**src/rtl/seq_right_shifter.sv**
```systemverilog
// Multi-cycle right shifter/rotator: one registered 2:1 stage per clock, stage k selected by amt[k].
// Latency: result valid SHW cycles after operand acceptance; one op per SHW+2 cycles.
// Backpressure: in_ready only in IDLE; Y/out_valid held in DONE until out_ready.
module seq_right_shifter #(
    parameter int WIDTH = 32,
    parameter int SHW   = $clog2(WIDTH)
) (
    input  logic             clk,
    input  logic             reset,
    input  logic             in_valid,
    output logic             in_ready,
    input  logic [WIDTH-1:0] D,
    input  logic [SHW-1:0]   SHAMT,
    input  logic [1:0]       MODE,
    output logic             out_valid,
    input  logic             out_ready,
    output logic [WIDTH-1:0] Y,
    output logic             busy
);

    typedef enum logic [1:0] {
        IDLE  = 2'd0,
        SHIFT = 2'd1,
        DONE  = 2'd2
    } state_t;

    localparam logic [SHW-1:0] K_LAST  = SHW'(SHW - 1);
    localparam logic [SHW:0]   W_WIDTH = (SHW + 1)'(WIDTH);

    state_t           state;
    state_t           state_nxt;
    logic [WIDTH-1:0] acc;
    logic [SHW-1:0]   amt;
    logic [1:0]       mode;
    logic [SHW-1:0]   k;

    logic [SHW:0]     stage_sh;
    logic [WIDTH-1:0] shifted;
    logic [WIDTH-1:0] stage_res;

    // Stage k moves by 2^k; sh never exceeds WIDTH/2 so the rotate's left part is always in range.
    always_comb begin
        stage_sh  = (SHW + 1)'(1) << k;
        shifted   = acc;
        case (mode)
            2'b00:   shifted = acc >> stage_sh;
            2'b01:   shifted = $signed(acc) >>> stage_sh;
            default: shifted = (acc >> stage_sh) | (acc << (W_WIDTH - stage_sh));
        endcase
        stage_res = amt[k] ? shifted : acc;
    end

    always_comb begin
        state_nxt = state;
        case (state)
            IDLE:    if (in_valid) state_nxt = SHIFT;
            SHIFT:   if (k == K_LAST) state_nxt = DONE;
            DONE:    if (out_ready) state_nxt = IDLE;
            default: state_nxt = IDLE;
        endcase
    end

    always_ff @(posedge clk) begin
        if (reset) begin
            state <= IDLE;
            acc   <= '0;
            amt   <= '0;
            mode  <= 2'b00;
            k     <= '0;
            Y     <= '0;
        end else begin
            state <= state_nxt;
            case (state)
                IDLE: begin
                    if (in_valid) begin
                        acc  <= D;
                        amt  <= SHAMT;
                        mode <= MODE;
                        k    <= '0;
                    end
                end
                SHIFT: begin
                    acc <= stage_res;
                    if (k == K_LAST) begin
                        Y <= stage_res;
                        k <= '0;
                    end else begin
                        k <= k + SHW'(1);
                    end
                end
                default: ;
            endcase
        end
    end

    assign in_ready  = (state == IDLE);
    assign out_valid = (state == DONE);
    assign busy      = (state != IDLE);

endmodule

```
**config.mk**
```make
export PLATFORM = sky130hd
export DESIGN_NAME = seq_right_shifter
export DESIGN_NICKNAME = d
export VERILOG_FILES = /design/src/rtl/seq_right_shifter.sv
export SDC_FILE = /design/constraint.sdc
export NUM_CORES = 1
export LEC_CHECK = 0
export ABC_AREA = 0
export CAP_MARGIN = 20
export CORE_UTILIZATION = 50
export CTS_BUF_LIST = sky130_fd_sc_hd__clkbuf_16
export CTS_CLUSTER_DIAMETER = 50
export CTS_CLUSTER_SIZE = 24
export DETAILED_ROUTE_END_ITERATION = 12
export PLACE_DENSITY = 0.82
export SLEW_MARGIN = 20
export SYNTH_ARGS = -nofsm -noshare
export SYNTH_HDL_FRONTEND = slang
export SYNTH_SLANG_ARGS = --single-unit
```
**constraint.sdc**
```tcl
create_clock -name clk -period 4.65 [get_ports clk]
set_input_delay 0.465 -clock clk [delete_from_list [all_inputs] [get_ports clk]]
set_output_delay 0.465 -clock clk [all_outputs]
set_load 0.005 [all_outputs]
```
# Word level (Yosys, flattened, before mapping)
# Cells that the tools add are included.
dict set report op_classes {
  n_addsub 2
  n_shift 4
  magnitude_cmp 1
  bitwise_logic 1
  reduce_logical 8
  muxes 13
  eq_ne 7
}
# cell count
set op_table {}
lappend op_table {{one-hot mux 32 bit (2 select lines)} 2}
lappend op_table {{two-way mux 32 bit} 2}
lappend op_table {{bitwise OR 32 bit} 1}
lappend op_table {{<< shifter 32 x 6 -> 32 bit} 1}
lappend op_table {{>> shifter 32 x 6 -> 32 bit} 1}
lappend op_table {{>>> shifter 32 x 6 -> 32 bit} 1}
lappend op_table {{two-way mux 5 bit} 2}
lappend op_table {{one-hot mux 5 bit (2 select lines)} 1}
lappend op_table {{two-way mux 2 bit} 3}
lappend op_table {{one-hot mux 2 bit (3 select lines)} 1}
lappend op_table {{AND reduction 2 bit} 3}
lappend op_table {{<< shifter 1 x 5 -> 6 bit, first input constant} 1}
lappend op_table {{subtractor 6 bit, first input constant} 1}
lappend op_table {{adder 5 x 1 -> 5 bit, second input constant} 1}
lappend op_table {{equality test 5 x 3 -> 1 bit, second input constant} 1}
lappend op_table {{less-than comparator 5 x 4 -> 1 bit, second input constant} 1}
lappend op_table {{equality test 2 x 1 -> 1 bit, second input constant} 2}
lappend op_table {{logical NOT 2 bit} 2}
lappend op_table {{inequality test 2 bit, second input constant} 2}
lappend op_table {{nonzero test 2 bit} 2}
lappend op_table {{binary-select mux 1 bit (select 3 bit)} 1}
lappend op_table {{AND reduction 3 bit} 1}
lappend op_table {{equality test 2 bit, second input constant} 1}
lappend op_table {{inequality test 2 x 1 -> 1 bit, second input constant} 1}
lappend op_table {{two-way mux 1 bit} 1}
dict set report totals {
  register_bits 78
  word_cells 42
  inputBits 43
  out_inout_bits 35
}

# Logic depth before layout (Yosys ltp)
# Gate-level depths: netlist of the first run.
dict set report depth {
  depth_word 7
  ltp_mapped 19
  mapped_depth_nobuf 12
}

# Least setup slack after synthesis of the first run
# No wires, ideal clock.
dict set report synth_path {
  path_kind {register to register}
  startpoint {reg k[4]}
  endpoint {reg Y[25]}
  arrival_ns 3.488
  path_buffers 6
  setup_time_ns 0.132
  path_stages_with_launch 18
  t_required_ns 4.518
  period_less_slack_ns 3.620
  setup_slack_ns 1.030
  cell_sequence {dfxtp_1 buf_6 or2_1 buf_6 nor2_8 inv_6 buf_2 buf_2 ha_1 clkbuf_1 clkinv_1 clkbuf_1 mux4_2 mux2_2 a221oi_2 o21ai_1 o221ai_1 a21oi_1}
}
dict set report synth_between {
  elab_chain_cells 6
  elab_cells_between_ends 10
  cone_classes {add/sub (1); eq/ne (1); shift (4); mux (2); bitwise (1); reduce/logical (1)}
}
# item line
set synth_lines {}
lappend synth_lines {{start, declared} 35} ;# logic [SHW-1:0] k;
lappend synth_lines {{start signal, assigned} 88} ;# k <= k + SHW'(1);
lappend synth_lines {{<< shifter 1 x 5 -> 6 bit} 43} ;# stage_sh = (SHW + 1)'(1) << k;
lappend synth_lines {{subtractor 6 bit} 48} ;# default: shifted = (acc >> stage_sh) | (acc << (W_WIDTH - stage_sh));
lappend synth_lines {{<< shifter 32 x 6 -> 32 bit} 48}
lappend synth_lines {{bitwise OR 32 bit} 48}
lappend synth_lines {{one-hot mux 32 bit (2 select lines)} 45} ;# case (mode)
lappend synth_lines {{two-way mux 32 bit} 50} ;# stage_res = amt[k] ? shifted : acc;
lappend synth_lines {{end signal, assigned} 85} ;# Y <= stage_res;
lappend synth_lines {{end, declared} 17} ;# output logic [WIDTH-1:0] Y,
# Several ways; a longest one is shown, not always the timed one.
# A chain may end at the register's enable or synchronous reset.

# Worst setup path after layout of the first run
dict set report layout_path {
  startpoint {reg k[4]}
  endpoint {reg acc[9]}
}
dict set report layout_between {
  elab_chain_cells 7
  elab_cells_between_ends 9
  cone_classes {add/sub (1); shift (4); mux (3); bitwise (1)}
}
# item line
set layout_lines {}
lappend layout_lines {{<< shifter 1 x 5 -> 6 bit (*)} 43}
lappend layout_lines {{subtractor 6 bit} 48}
lappend layout_lines {{<< shifter 32 x 6 -> 32 bit} 48}
lappend layout_lines {{bitwise OR 32 bit} 48}
lappend layout_lines {{one-hot mux 32 bit (2 select lines) (*)} 45}
lappend layout_lines {{two-way mux 32 bit (*)} 50}
lappend layout_lines {{one-hot mux 32 bit (2 select lines) (*)} 73} ;# case (state)
lappend layout_lines {{end signal, assigned} 83} ;# acc <= stage_res;
lappend layout_lines {{end, declared} 32} ;# logic [WIDTH-1:0] acc;
# Every way passes the cells marked *; elsewhere a longest branch is shown, timed or not.

==> load_flow_metrics.sql, run 1 <==
INSERT INTO impl_metrics (metric_group, metric, value, unit) VALUES
('floorplanning', 'die_span_x', '122.9', 'µm'),
('clocking', 'cts.htree.levels', '3', ''),
('synth', 'synth_area', '7311', 'µm²'),
('clocking', 'cts-hold-fix-buffers', '0', ''),
('clocking', 'cts.path.max_buffers', '2', ''),
('critical_path', 'worst-r2r-cell-count', '12', ''),
('clocking', 'clock_pin_transition_on_the_worst_setup_and_hold_timing_paths', '0.07', 'ns'),
('sta', 'maxSlewHeadroom', '31.68', '%'),
('critical_path', 'regToRegStartpoint', 'k[4]', ''),
('clocking', 'clock-root-buffer', 'sky130_fd_sc_hd__clkbuf_16', ''),
('floorplanning', 'floorplan.die_area', '15110', 'µm²'),
('sta', 'finalHoldWorstSlack', '0.4513', 'ns'),
('worst_hold_path', 'hold_path_depth', '2', ''),
('clocking', 'postCtsSetupBuffers', '0', ''),
('clocking', 'clk-insertion-delay-late', '0.36', 'ns'),
('route', 'drt-wirelength-per-cell', '29.01', 'µm'),
('pwr', 'powerDensity', '282.5', 'nW/µm²'),
('finish', 'fin_nets', '1041', ''),
('route', 'vias_per_cell', '7.534', ''),
('finish', 'final_cell_mix', 'sky130_fd_sc_hd__nand2_1, sky130_fd_sc_hd__nor2_1, sky130_fd_sc_hd__a21oi_1, sky130_fd_sc_hd__dfxtp_1, sky130_fd_sc_hd__clkdlybuf4s50_1', ''),
('placement', 'gp_congestion', '1.128', ''),
('grt', 'grt_pass1_vias', '8077', ''),
('clocking', 'clock_buffer_count_from_cts', '9', ''),
('finish', 'final_core_utilization', '60.22', '%'),
('status', 'status', 'completed', ''),
('run', 'cap_viol_max_count', '0', ''),
('synth', 'syn-mean-instance-area', '7.483', 'µm²'),
('critical_path', 'reg2reg_setup_slack', '0.61', 'ns'),
('synth', 'synth_area_leaders', 'sky130_fd_sc_hd__dfxtp_1, sky130_fd_sc_hd__a21oi_1, sky130_fd_sc_hd__mux2i_1', ''),
('grt', 'track_usage', '46.42', '%'),
('critical_path', 'critPathKind', 'reg -> reg', ''),
('placement', 'detailed_place.area', '8160', 'µm²'),
('grt', 'largest_net_degree_at_the_start_of_global_routing', '63', ''),
('synth', 'seq_area_frac_synth', '21.36', '%'),
('finish', 'num_antenna_cells', '0', ''),
('pwr', 'static-leakage-power', '2.999', 'nW'),
('placement', 'dp_cells', '1164', ''),
('route', 'drtAntennaViolNets', '0', ''),
('synth', 'synth_area_leader_cell', 'sky130_fd_sc_hd__dfxtp_1', ''),
('critical_path', 'crit_path_max_fo', '20', ''),
('route', 'first_iter_violations', '1625', ''),
('critical_path', 'worst-endpoint-required', '4.86', 'ns'),
('route', 'dr_total_vias', '8890', ''),
('sta', 'timing.final.hold_violations', '0', ''),
('worst_hold_path', 'worst_hold_startpoint', 'Y[20]', ''),
('synth', 'post_synth_edffs', '0', ''),
('synth', 'synth_warnings', '0', ''),
('synth', 'syn-instance-count', '977', ''),
('floorplanning', 'ios', '78', ''),
('worst_hold_path', 'timing.hold.worst.class', 'reg -> reg', ''),
('pwr', 'finalPower', '2.398', 'mW'),
('floorplanning', 'floorplan.die.height', '122.9', 'µm'),
('sta', 'worst-slew-pin-transition', '1.019', 'ns'),
('worst_hold_path', 'hold_path_end', 'Y[20]', ''),
('floorplanning', 'core_area', '14100', 'µm²'),
('grt', 'grt_antenna_before_repair', '0', ''),
('sta', 'unrepaired_setup_endpoints_after_global_routing', 'no', ''),
('floorplanning', 'std_cell_rows', '43', ''),
('pwr', 'worst_ir_drop_vdd', '0.2405', 'mV'),
('placement', 'place_worst_setup_slack', '0.7631', 'ns'),
('sta', 'setup_viol', '0', ''),
('sta', 'drv_slew', '0', ''),
('synth', 'synth_cell_type_count', '83', ''),
('critical_path', 'worst_path_arrival_time', '4.26', 'ns'),
('critical_path', 'critical_path.endpoint_type', 'register', ''),
('placement', 'port_buffers', '77', ''),
('finish', 'post-route-cell-area', '8488', 'µm²'),
('clocking', 'clock_sinks', '78', ''),
('critical_path', 'r2r-end', 'acc[9]', ''),
('grt', 'grt_overflow_total', '0', ''),
('synth', 'flip_flop_and_latch_count_after_synthesis', '78', '');
[power breakdown]
part / internal [mW] / switching, mW / leakage, nW / total [mW]
clock network: 0.479 / 0.320 / 0.163 / 0.798
registers: 0.697 / 0.113 / 0.636 / 0.810
logic: 0.308 / 0.481 / 2.20 / 0.789
[logic make-up after synthesis]
| logic type | after synthesis | share of synthesized area [%] |
|---|---|---|
| compound gates | 376 | 34.52 |
| simple gates | 321 | 20.62 |
| buf+inv | 118 | 6.880 |
| flops | 78 | 21.36 |
| mux | 77 | 15.63 |
| xor+xnor | 4 | 0.4792 |
| fa+ha+maj | 3 | 0.5135 |
[cell usage after synthesis (12+ instances only)]
master,count
sky130_fd_sc_hd__nor2_1,99
sky130_fd_sc_hd__a211oi_1,26
sky130_fd_sc_hd__a21oi_1,86
sky130_fd_sc_hd__mux2i_1,38
sky130_fd_sc_hd__nand2b_1,12
sky130_fd_sc_hd__a22oi_1,33
sky130_fd_sc_hd__o22ai_1,19
sky130_fd_sc_hd__dfxtp_1,78
sky130_fd_sc_hd__mux2_2,14
sky130_fd_sc_hd__nand2_1,98
sky130_fd_sc_hd__o211ai_1,22
sky130_fd_sc_hd__buf_2,14
sky130_fd_sc_hd__nand3_1,36
sky130_fd_sc_hd__o21ai_0,75
sky130_fd_sc_hd__nor3_1,22
sky130_fd_sc_hd__mux4_2,14
sky130_fd_sc_hd__clkbuf_1,86
[how the worst max path moves through the flow]
stage               startpoint  endpoint  slack [ns]  depth (start not counted)
global route              k[4]    acc[9]        0.40                         12
floorplan                 k[4]     Y[25]        1.03                         17
CTS                       k[4]   acc[11]        0.75                         10
finish                    k[4]    acc[9]        0.61                         12
global placement          k[4]   acc[14]        0.85                         10
detailed placement        k[4]   acc[11]        0.76                         10
[worst max-delay path, stage by stage (launching register included)]
cell,delay (ns)
sky130_fd_sc_hd__dfxtp_1,0.78
sky130_fd_sc_hd__or2_1,0.67
sky130_fd_sc_hd__nor2_8,0.14
sky130_fd_sc_hd__inv_6,0.08
sky130_fd_sc_hd__ha_1,0.15
sky130_fd_sc_hd__inv_1,0.11
sky130_fd_sc_hd__nand3_1,0.21
sky130_fd_sc_hd__nand2_2,0.32
sky130_fd_sc_hd__mux2_2,0.35
sky130_fd_sc_hd__a211oi_1,0.10
sky130_fd_sc_hd__or4_1,0.72
sky130_fd_sc_hd__o211ai_1,0.16
sky130_fd_sc_hd__a21oi_1,0.08
[layer usage]
layer | up-vias | GRT usage [%] | routed length [µm]
li1 | 3768 | - | -
met1 | 4106 | 61.65 | 13120
met2 | 823 | 62.54 | 13470
met3 | 193 | 19.60 | 5303
met4 | 0 | 25.69 | 2335
met5 | - | 0 | 0
[final cells by class]
class                   count  area, µm²
fillers                  1311       5608
multi-input cells         781       5279
flip-flops and latches     78       1563
repair buffers            115       1051
clock buffers               9      225.2
well taps                 180      225.2
clock inverters             7      102.6
inverters                  10      42.54
[flip-flops by register name (all words and copies together), names as in the netlist]
register,cells
k,5
amt,5
state,2
Y,32
mode,2
acc,32
Note: power is estimated with default switching activity, not from simulation.
==> run 2, diff against run 1 <==
Settings changed: PLACE_DENSITY 0.82 to not set, PLACE_DENSITY_LB_ADDON set to 0.25.
Clock period 4.65 ns to 4.09 ns, I/O delays scaled along.
==> load_flow_metrics.sql, run 2 (synthesized netlist as in run 1, its figures left out) <==
INSERT INTO impl_metrics (metric_group, metric, value, unit) VALUES
('route', 'detail_route.wirelength', '35870', 'µm'),
('grt', 'grt_overflow_total', '0', ''),
('critical_path', 'worst_path_cell_with_the_longest_stage_delay', 'sky130_fd_sc_hd__nor4_1', ''),
('finish', 'num_antenna_cells', '0', ''),
('critical_path', 'worst-r2r-cell-count', '13', ''),
('clocking', 'cts-resized-gates', '0', ''),
('sta', 'min_period_over_period', '95.07', '%'),
('critical_path', 'critical_path.endpoint_type', 'register', ''),
('route', 'first_iter_violations', '1701', ''),
('pwr', 'static-leakage-power', '2.993', 'nW'),
('floorplanning', 'std_cell_rows', '43', ''),
('floorplanning', 'start_util', '51.86', '%'),
('route', 'vias_per_cell', '7.564', ''),
('pwr', 'powerDensity', '317.5', 'nW/µm²'),
('sta', 'drv_slew', '0', ''),
('critical_path', 'crit_path_max_fo', '17', ''),
('critical_path', 'cp_num_buf_inv', '2', ''),
('finish', 'reg_top3', 'Y: 32 flops, acc: 32 flops', ''),
('clocking', 'tritoncts', 'done', ''),
('critical_path', 'regToRegStartpoint', 'k[1]', ''),
('critical_path', 'worst_path_arrival_time', '4.17', 'ns'),
('clocking', 'postCtsSetupBuffers', '0', ''),
('placement', 'detailed_place_hpwl', '25370', 'µm'),
('critical_path', 'worstPathCellList', 'or3_4 -> nor2_1 -> inv_1 -> ha_1 -> buf_4 -> nand2b_1 -> a22oi_1 -> a31o_2 -> o22ai_1 -> nor4_1 -> o41ai_1 -> o21a_1 -> nor2_1', ''),
('sta', 'timing.final.crit_period', '3.888', 'ns'),
('critical_path', 'reg2reg_setup_slack', '0.20', 'ns'),
('critical_path', 'worst-endpoint-required', '4.37', 'ns'),
('grt', 'grt_pass1_vias', '7956', ''),
('clocking', 'clock_buffer_count_from_cts', '9', ''),
('placement', 'gp_congestion', '1.084', ''),
('critical_path', 'timing.critical_path.slowest_cell_delay', '0.80', 'ns'),
('run', 'cap_viol_max_count', '0', ''),
('grt', 'grt_antenna_before_repair', '0', ''),
('finish', 'total_area_of_multi_input_combinational_cells', '5279', 'µm²'),
('route', 'drtAntennaViolNets', '0', ''),
('sta', 'setup_viol', '0', ''),
('placement', 'dp_cells', '1166', ''),
('worst_hold_path', 'worst_hold_startpoint', 'amt[2]', ''),
('floorplanning', 'die_span_x', '122.9', 'µm'),
('clocking', 'clock-root-buffer', 'sky130_fd_sc_hd__clkbuf_16', ''),
('sta', 'unrepaired_setup_endpoints_after_global_routing', 'no', ''),
('grt', 'track_usage', '47.98', '%'),
('sta', 'max_clock_freq', '257.2', 'MHz'),
('pwr', 'finalPower', '2.693', 'mW'),
('worst_hold_path', 'timing.hold.worst.class', 'reg -> reg', ''),
('clocking', 'cts.htree.levels', '3', ''),
('finish', 'final_core_utilization', '60.16', '%'),
('floorplanning', 'ios', '78', ''),
('floorplanning', 'floorplan.die_area', '15110', 'µm²'),
('sta', 'worst-slew-pin-transition', '0.9917', 'ns'),
('grt', 'global_route_wire_length_before_repair', '52180', 'µm'),
('status', 'status', 'completed', ''),
('critical_path', 'worst_path_dominant_cell_family', 'simple AND/OR/NAND/NOR gates', ''),
('critical_path', 'crit_path_start_kind', 'register', ''),
('finish', 'layout-drive-gt1-share', '11.08', '%'),
('sta', 'skew_final', '0.007702', 'ns'),
('route', 'drt-wirelength-per-cell', '30.35', 'µm'),
('finish', 'count_of_non_filler_cells_in_the_finished_layout', '1182', ''),
('route', 'detail_route.drc_violations', '0', ''),
('placement', 'port_buffers', '77', ''),
('clocking', 'clock_sinks', '78', ''),
('clocking', 'cts-hold-fix-buffers', '0', ''),
('finish', 'fillCellCount', '1316', ''),
('placement', 'place_worst_setup_slack', '0.4964', 'ns'),
('worst_hold_path', 'hold_path_depth', '2', ''),
('finish', 'final_cell_mix', 'sky130_fd_sc_hd__nand2_1, sky130_fd_sc_hd__nor2_1, sky130_fd_sc_hd__a21oi_1, sky130_fd_sc_hd__dfxtp_1, sky130_fd_sc_hd__clkdlybuf4s50_1', ''),
('sta', 'timing.final.hold_violations', '0', ''),
('sta', 'setup_ws', '0.2017', 'ns'),
('finish', 'area.growth.synth_to_final', '16.00', '%'),
('worst_hold_path', 'hold_path_end', 'amt[2]', ''),
('critical_path', 'critPathKind', 'reg -> reg', ''),
('critical_path', 'r2r-end', 'acc[14]', ''),
('route', 'drtPass1Iterations', '5', ''),
('route', 'dr_total_vias', '8941', ''),
('sta', 'setup-tns-final', '0', 'ns'),
('finish', 'seq_area', '1563', 'µm²'),
('floorplanning', 'floorplan.die.height', '122.9', 'µm'),
('finish', 'fin_nets', '1043', ''),
('grt', 'largest_net_degree_at_the_start_of_global_routing', '62', ''),
('critical_path', 'critPathMostFrequentCell', 'sky130_fd_sc_hd__nor2_1', ''),
('clocking', 'cts.path.max_buffers', '2', ''),
('clocking', 'clk-insertion-delay-late', '0.35', 'ns'),
('sta', 'maxSlewHeadroom', '33.89', '%'),
('floorplanning', 'core_area', '14100', 'µm²'),
('pwr', 'worst_ir_drop_vdd', '0.2445', 'mV'),
('clocking', 'clock_pin_transition_on_the_worst_setup_and_hold_timing_paths', '0.07', 'ns');
==> run 2: final cells by class <==
| type | instances | area share (%) |
|---|---|---|
| Clock buffer | 9 | 2.656 |
| Clock inverter | 7 | 0.9442 |
| Inverter | 10 | 0.5016 |
| Multi-Input combinational cell | 781 | 62.25 |
| Sequential cell | 78 | 18.43 |
| Tap cell | 180 | 2.656 |
| Timing Repair Buffer | 117 | 12.57 |
==> run 2: worst max-delay path by stage <==
stage | startpoint | to | cells past startpoint
final | k[1] | acc[14] | 13
after global routing | k[1] | acc[14] | 13
after CTS | k[1] | acc[24] | 12
after detailed placement | k[1] | acc[24] | 12
after global placement | k[0] | acc[16] | 10
after floorplan | k[4] | Y[25] | 17
==> run 2: per-stage QoR <==
stage          hold WS [ns]  area [µm²]
2_1_floorplan        0.4357        7311
3_3_place_gp         0.4318        8175
3_5_place_dp         0.4436        8175
4_1_cts              0.4588        8481
5_1_grt              0.4757        8481
6_report             0.4566        8481
==> run 2: where the power goes <==
| group | internal [mW] | total, mW | leakage (nW) | switching (mW) |
|---|---|---|---|---|
| clock | 0.482 | 0.857 | 0.148 | 0.375 |
| sequential | 0.792 | 0.904 | 0.636 | 0.111 |
| combinational | 0.348 | 0.932 | 2.21 | 0.583 |
| total | 1.62 | 2.69 | 2.99 | 1.07 |
==> run 2: metal layers <==
layer | GRT usage, % | part of all wire [%] | vias up
met5 | 0 | 0 | -
met4 | 23.02 | 5.4 | 0
met1 | 64.78 | 38 | 4158
met2 | 66.96 | 40 | 858
met3 | 17.48 | 16 | 148
li1 | - | - | 3777
==> run 2: tightest hold or removal path, delay by kind of cell, from the launching register on <==
kind / cells / cell delay [ns]
AO/OA/AOI/OAI: 1 / 0.05
AND/OR/NAND/NOR: 1 / 0.05
flip-flops: 1 / 0.31
